## config.mk

```make
export PLATFORM = sky130hd
export DESIGN_NAME = decode_dispatch_queue
export DESIGN_NICKNAME = d
export VERILOG_FILES = /design/src/rtl/decode_dispatch_queue_pkg.sv /design/src/rtl/decode_dispatch_queue_ctrl_decode.sv /design/src/rtl/decode_dispatch_queue.sv
export SDC_FILE = /design/constraint.sdc
export NUM_CORES = 1
export LEC_CHECK = 0
export ABC_AREA = 1
export BUFFER_PORTS_ARGS = -buffer_cell sky130_fd_sc_hd__buf_2
export CAP_MARGIN = 20
export CORE_MARGIN = 10
export CORE_UTILIZATION = 35
export DETAILED_ROUTE_END_ITERATION = 6
export REMOVE_ABC_BUFFERS = 1
export SLEW_MARGIN = 20
export SYNTH_ARGS = -nofsm -noshare
export SYNTH_HDL_FRONTEND = slang
export SYNTH_HIERARCHICAL = 1
export SYNTH_SLANG_ARGS = --single-unit
```

## constraint.sdc

```tcl
create_clock -name i_clk -period 3.7 [get_ports i_clk]
set_clock_uncertainty 0.1 [all_clocks]
set_input_delay 0.74 -clock i_clk [delete_from_list [all_inputs] [get_ports i_clk]]
set_output_delay 0.74 -clock i_clk [all_outputs]
set_load 0.02 [all_outputs]
```

## src/rtl/decode_dispatch_queue_pkg.sv

```systemverilog
// Shared types for the decode/dispatch queue: instruction classes, reservation
// stations, immediate-source encodings and the decoded control word.
package decode_pkg;

  typedef enum logic [3:0] {
    OP_R     = 4'b0001,
    OP_I     = 4'b0010,
    OP_S     = 4'b0011,
    OP_B     = 4'b0100,
    OP_LUI   = 4'b0101,
    OP_JAL   = 4'b0110,
    OP_AUIPC = 4'b0111,
    OP_JALR  = 4'b1000,
    OP_LOAD  = 4'b1001,
    OP_MUL   = 4'b1010
  } opcode_e;

  typedef enum logic [1:0] {
    ST_ALU    = 2'd0,
    ST_BRANCH = 2'd1,
    ST_LSU    = 2'd2,
    ST_MUL    = 2'd3
  } station_e;

  localparam logic [2:0] IMM_I    = 3'b000;
  localparam logic [2:0] IMM_S    = 3'b001;
  localparam logic [2:0] IMM_B    = 3'b010;
  localparam logic [2:0] IMM_U    = 3'b011;
  localparam logic [2:0] IMM_J    = 3'b100;
  localparam logic [2:0] IMM_NONE = 3'b111;

  typedef struct packed {
    logic [2:0] immSrc;
    logic [1:0] aluOp;
    station_e   station;
    logic       memWrite;
    logic       memRead;
    logic       isJAL;
    logic       isJALR;
    logic       isLUI;
    logic       isAUIPC;
    logic       useImm;
    logic       regWrite;
    logic       stationRequest;
    logic       robWrite;
    logic       illegal;
  } ctrl_t;

  localparam int CTRL_W = $bits(ctrl_t);

endpackage

```

## src/rtl/decode_dispatch_queue_ctrl_decode.sv

```systemverilog
// Combinational instruction-class decoder: opcode and destination register
// to a packed control word.
module ctrl_decode
  import decode_pkg::*;
(
  input  logic [3:0]        i_opcode,
  input  logic [4:0]        i_dest_reg,
  output logic [CTRL_W-1:0] o_ctrl
);

  ctrl_t w_c;

  always_comb begin
    w_c                = '0;
    w_c.aluOp          = 2'b11;
    w_c.immSrc         = IMM_I;
    w_c.station        = ST_ALU;
    w_c.useImm         = 1'b1;
    w_c.robWrite       = 1'b1;
    w_c.stationRequest = 1'b1;
    w_c.regWrite       = (i_dest_reg != 5'd0);
    case (i_opcode)
      OP_R:     begin w_c.aluOp = 2'b00; w_c.immSrc = IMM_NONE; w_c.useImm = 1'b0; end
      OP_I:     w_c.aluOp = 2'b00;
      OP_S:     begin
        w_c.aluOp = 2'b10; w_c.immSrc = IMM_S; w_c.memWrite = 1'b1;
        w_c.regWrite = 1'b0; w_c.station = ST_LSU;
      end
      OP_B:     begin
        w_c.aluOp = 2'b01; w_c.immSrc = IMM_B; w_c.useImm = 1'b0;
        w_c.regWrite = 1'b0; w_c.station = ST_BRANCH;
      end
      OP_LUI:   begin w_c.immSrc = IMM_U; w_c.isLUI = 1'b1; end
      // JAL resolves at rename; it only needs a ROB slot
      OP_JAL:   begin w_c.immSrc = IMM_J; w_c.isJAL = 1'b1; w_c.stationRequest = 1'b0; end
      OP_AUIPC: begin w_c.immSrc = IMM_U; w_c.isAUIPC = 1'b1; end
      OP_JALR:  begin w_c.isJALR = 1'b1; w_c.station = ST_BRANCH; end
      OP_LOAD:  begin w_c.aluOp = 2'b10; w_c.memRead = 1'b1; w_c.station = ST_LSU; end
      OP_MUL:   begin w_c.aluOp = 2'b00; w_c.useImm = 1'b0; w_c.station = ST_MUL; end
      default:  begin
        w_c.illegal = 1'b1; w_c.stationRequest = 1'b0;
        w_c.robWrite = 1'b0; w_c.regWrite = 1'b0;
      end
    endcase
  end

  assign o_ctrl = w_c;

endmodule

```

## src/rtl/decode_dispatch_queue.sv

```systemverilog
// Multi-slot decode into an in-order FIFO; issues the oldest entry when its
// reservation station and the ROB can take it, dropping illegal entries.
module decode_dispatch_queue
  import decode_pkg::*;
#(
  parameter int WIDTH     = 2,
  parameter int DEPTH     = 8,
  parameter int PAYLOAD_W = 32
) (
  input  logic                          i_clk,
  input  logic                          i_reset,
  input  logic [WIDTH-1:0]              i_in_valid,
  input  logic [WIDTH*4-1:0]            i_in_opcode,
  input  logic [WIDTH*5-1:0]            i_in_dest_reg,
  input  logic [WIDTH*PAYLOAD_W-1:0]    i_in_payload,
  output logic                          o_in_ready,
  input  logic                          i_flush,
  input  logic [3:0]                    i_rs_ready,
  input  logic                          i_rob_ready,
  output logic                          o_disp_valid,
  output logic [CTRL_W-1:0]             o_disp_ctrl,
  output logic [PAYLOAD_W-1:0]          o_disp_payload,
  output logic                          o_illegal,
  output logic [$clog2(DEPTH+1)-1:0]    o_count
);

  localparam int PTR_W = $clog2(DEPTH);
  localparam int CNT_W = $clog2(DEPTH+1);

  logic [CTRL_W-1:0]    w_dec [WIDTH];
  logic [CTRL_W-1:0]    r_mem_ctrl [DEPTH];
  logic [PAYLOAD_W-1:0] r_mem_pay [DEPTH];
  logic [DEPTH-1:0]     r_ent_valid;
  logic [PTR_W-1:0]     r_head;
  logic [PTR_W-1:0]     r_tail;
  logic [CNT_W-1:0]     r_count;

  logic [CNT_W-1:0]     w_push_cnt;
  logic                 w_in_ready, w_push, w_head_valid;
  logic                 w_rs_ok, w_rob_ok, w_drop, w_fire, w_pop;
  ctrl_t                w_head;

  for (genvar g = 0; g < WIDTH; g++) begin : g_dec
    ctrl_decode u_ctrl_decode (
      .i_opcode   (i_in_opcode[g*4 +: 4]),
      .i_dest_reg (i_in_dest_reg[g*5 +: 5]),
      .o_ctrl     (w_dec[g])
    );
  end

  // Readiness looks only at the registered count; a same-cycle pop is not credited
  assign w_in_ready = ({1'b0, r_count} + (CNT_W+1)'(WIDTH)) <= (CNT_W+1)'(DEPTH);
  assign w_push     = i_in_valid[0] && w_in_ready && !i_flush;

  always_comb begin
    w_push_cnt = '0;
    for (int s = 0; s < WIDTH; s++) w_push_cnt = w_push_cnt + CNT_W'(i_in_valid[s]);
  end

  assign w_head       = ctrl_t'(r_mem_ctrl[r_head]);
  assign w_head_valid = (r_count != '0) && r_ent_valid[r_head];
  assign w_rs_ok      = !w_head.stationRequest || i_rs_ready[w_head.station];
  assign w_rob_ok     = !w_head.robWrite || i_rob_ready;
  assign w_drop       = w_head_valid && w_head.illegal && !i_flush;
  assign w_fire       = w_head_valid && !w_head.illegal && w_rs_ok && w_rob_ok && !i_flush;
  assign w_pop        = w_drop || w_fire;

  always_ff @(posedge i_clk) begin
    for (int s = 0; s < WIDTH; s++) begin
      if (w_push && i_in_valid[s]) begin
        r_mem_ctrl[r_tail + PTR_W'(s)] <= w_dec[s];
        r_mem_pay[r_tail + PTR_W'(s)]  <= i_in_payload[s*PAYLOAD_W +: PAYLOAD_W];
      end
    end
  end

  always_ff @(posedge i_clk or posedge i_reset) begin
    if (i_reset) begin
      r_head      <= '0;
      r_tail      <= '0;
      r_count     <= '0;
      r_ent_valid <= '0;
    end else if (i_flush) begin
      r_head      <= '0;
      r_tail      <= '0;
      r_count     <= '0;
      r_ent_valid <= '0;
    end else begin
      if (w_pop) begin
        r_head              <= r_head + PTR_W'(1);
        r_ent_valid[r_head] <= 1'b0;
      end
      if (w_push) begin
        r_tail <= r_tail + PTR_W'(w_push_cnt);
        for (int s = 0; s < WIDTH; s++)
          if (i_in_valid[s]) r_ent_valid[r_tail + PTR_W'(s)] <= 1'b1;
      end
      r_count <= r_count + (w_push ? w_push_cnt : CNT_W'(0)) - CNT_W'(w_pop);
    end
  end

  assign o_in_ready     = w_in_ready;
  assign o_disp_valid   = w_fire;
  assign o_illegal      = w_drop;
  assign o_disp_ctrl    = r_mem_ctrl[r_head];
  assign o_disp_payload = r_mem_pay[r_head];
  assign o_count        = r_count;

endmodule

```

==> flow_summary.ini <==
[run_status]
status = complete, no violations

[synth]
synthCells = 2176
yosys_warnings = 6
synth_top_area_frac = 0.579
avgSynthCellArea_um2 = 9.53
seq_area_frac_synth = 0.601
yosysTopAreaCell = edfxtp_1
netlist_area_um2 = 20700
synth.area.top_cells = edfxtp_1, nand2_1, o21ai_0
ys_ff_latch = 418
synthDistinctLibCells = 39

[power]
peakVddDrop_mv = 0.336
power_density_nw_per_um2 = 482
p_leak_nw = 9.55

[flow_run]
maxCapViolations = 0

[setup_path]
crit_buf_inv = 4
reg2reg_to = o_count[3]$_DFF_PP0_
cp-end-kind = primary output
cp_slowest_cell = dfrtp_2
required_ns = 2.86
critPathMaxStageDelay_ns = 0.49
cpLargestDelayFamily = buffers and inverters
path_cells = inv_2 > nor2_1 > inv_1 > nor2_4 > buf_4 > a22o_1 > a221oi_1 > nand4_1 > buf_2
r2r_start = o_count[1]$_DFF_PP0_
rrSetupSlack_ns = 0.60
startpoint = r_head[2]$_DFFE_PP0P_
reg2reg_depth = 14
cp_max_fo = 19
setup.worst_path.start_class = register
worstSetupPathType = register to primary output
cp.arrival_ns = 2.68

[clock_tree]
cts_max_level = 2
cts.clk_slew.worst_paths_ns = 0.06
clock_sinks = 418
insertion_delay_ns = 0.57
cts_made_buffers = 45
cts.path.max_buffers = 3
cts_root_buf = clkbuf_16
cts_tree = yes

[final_layout]
mostFrequentLayoutCells = nand2_1, edfxtp_1, o21ai_0
final_nets = 2357
area_delta_synth_final_pct = 15.2
final_cells = 3054
layout_commonest_cell = nand2_1
drive_gt1_frac = 0.138
antenna_cells = 0
final_util = 0.406

[sta]
worst_slew_pin_slew_ns = 0.810
maxSlewHeadroom = 0.456
fin_ws_ns = 0.177
fin_crit_ns = 3.52
rsz0062_at_grt = no
setup_viol = 0
hold_viol = 0
fmax_mhz = 284
tns_ns = 0
drv_slew = 0
final.period_utilization = 0.952

[place]
place_ws_ns = 0.592
portBuffers = 148
hpwl_um = 39100
gp_congestion = 0.861
placed_cells = 2973

[grt]
antenna_found_initial = 9
grt-ovfl-total = 0
grtUsageMet3 = 0.0284
globalRouteMet1Util = 0.231
grt.busiest_layer = met2
grtUsageTotal = 0.181
grt_pass1_vias = 15800
grt_first_pass_wirelength_um = 97400
grtUsageMet2 = 0.308
grt_max_degree = 101

[floorplan]
fp.dieH_um = 263
start_util = 0.353
core.rowCount = 89
dieArea_um2 = 69400
io_pins = 149
core-area_um2 = 58800
die_w_um = 263

[detailed_routing]
drcViolationCount = 0
wl_per_cell_um = 21.2
vias = 16300
drt_iter0_markers = 1671
ant_nets = 0
wl_um = 64900
vias_per_cell = 5.34
firstDrtPassIters = 6

[hold_path]
min_path_type = input pin to asynchronous set/reset pin
power breakdown:
| part | internal [mW] | leakage [nW] | switching, mW | total (mW) |
|---|---|---|---|---|
| Combinational | 0.500 | 5.00 | 1.09 | 1.59 |
| Sequential | 5.44 | 3.87 | 0.0749 | 5.52 |
| Clock | 2.54 | 0.683 | 1.87 | 4.41 |
synth_stat cells:
cell	n
clkbuf_1	99
nor3_1	2
buf_4	3
inv_1	137
clkbuf_2	50
nand2_4	1
a22o_1	34
buf_2	13
buf_6	3
or2_1	2
a21oi_2	5
a32o_1	1
a21o_1	1
nor3_2	1
a2bb2oi_2	1
a21oi_1	20
clkinv_1	1
inv_4	1
a21boi_0	2
buf_1	6
nand3_1	29
nor2_1	71
a221oi_1	35
o21ai_0	388
ha_1	12
buf_8	3
nand3b_1	1
inv_2	3
dfrtp_1	18
fa_1	2
a22oi_1	50
edfxtp_1	400
o21ai_1	39
nand2_2	21
nor2_2	1
xnor2_1	2
nand4_1	41
nand2_1	675
o21ai_2	2
worst register-to-register path: cells and delay by family, from the launching register on:
kind,cells,cell delay (ns)
buffers and inverters,3,0.43
DFF,1,0.42
AOI/OAI and AO/OA,5,0.79
and+or+nand+nor,3,0.38
adders and majority gates,3,0.89
per-layer routing:
| metal | vias to the layer above | part of all wire |
|---|---|---|
| met3 | 117 | 0.071 |
| li1 | 7707 | - |
| met2 | 654 | 0.48 |
| met5 | - | 0.00052 |
| met1 | 7817 | 0.42 |
| met4 | 6 | 0.026 |
worst max path at each step:
stage                                     to  slack, ns  depth (start not counted)
after global routing          o_disp_ctrl[5]       0.01                          9
after global placement        o_disp_ctrl[6]       0.60                          9
after CTS                     o_disp_ctrl[6]       0.02                          9
after detailed placement  o_disp_payload[29]       0.59                          6
final                         o_disp_ctrl[6]       0.18                          9
after floorplan           o_disp_payload[21]      -0.28                          6
sequential cells by signal, summed over array words and instances (netlist names):
register     cells
r_mem_pay      256
r_mem_ctrl     144
r_ent_valid      8
o_count          4
r_head           3
r_tail           3
cells by family after synthesis:
group	count (synthesis)	synth area share
xor+xnor	2	0.000845
simple gates	845	0.164
compound gates	578	0.160
buf+inv	319	0.0649
fa+ha+maj	14	0.00917
flops	418	0.601
area by class of cell:
class	instances	area (um2)
fill	5710	34900
sequential	418	12500
multi-input combinational	1439	6990
timing repair buffer	205	1510
clock buffer	55	1180
tap	773	967
inverter	142	536
clock inverter	22	216
per-stage QoR:
stage / power (mW) / hold slack [ns] / cell area (um2)
after floorplan: 6.54 / 0.398 / 19900
after global placement: 7.17 / 0.431 / 22400
after detailed placement: 7.22 / 0.431 / 22400
after CTS: 11.6 / 0.195 / 23900
after global routing: 11.9 / 0.253 / 23900
final: 11.5 / 0.192 / 23900
timing repair:
action | CTS | global route
gates resized for setup | 1 | 4
hold endpoints to repair | 0 | 0
setup buffers | 4 | 0
hold buffers | 0 | 0
pin swaps | 2 | 1
endpoints found under the setup margin | 6 | 20
(Power assumes the default switching activity.)
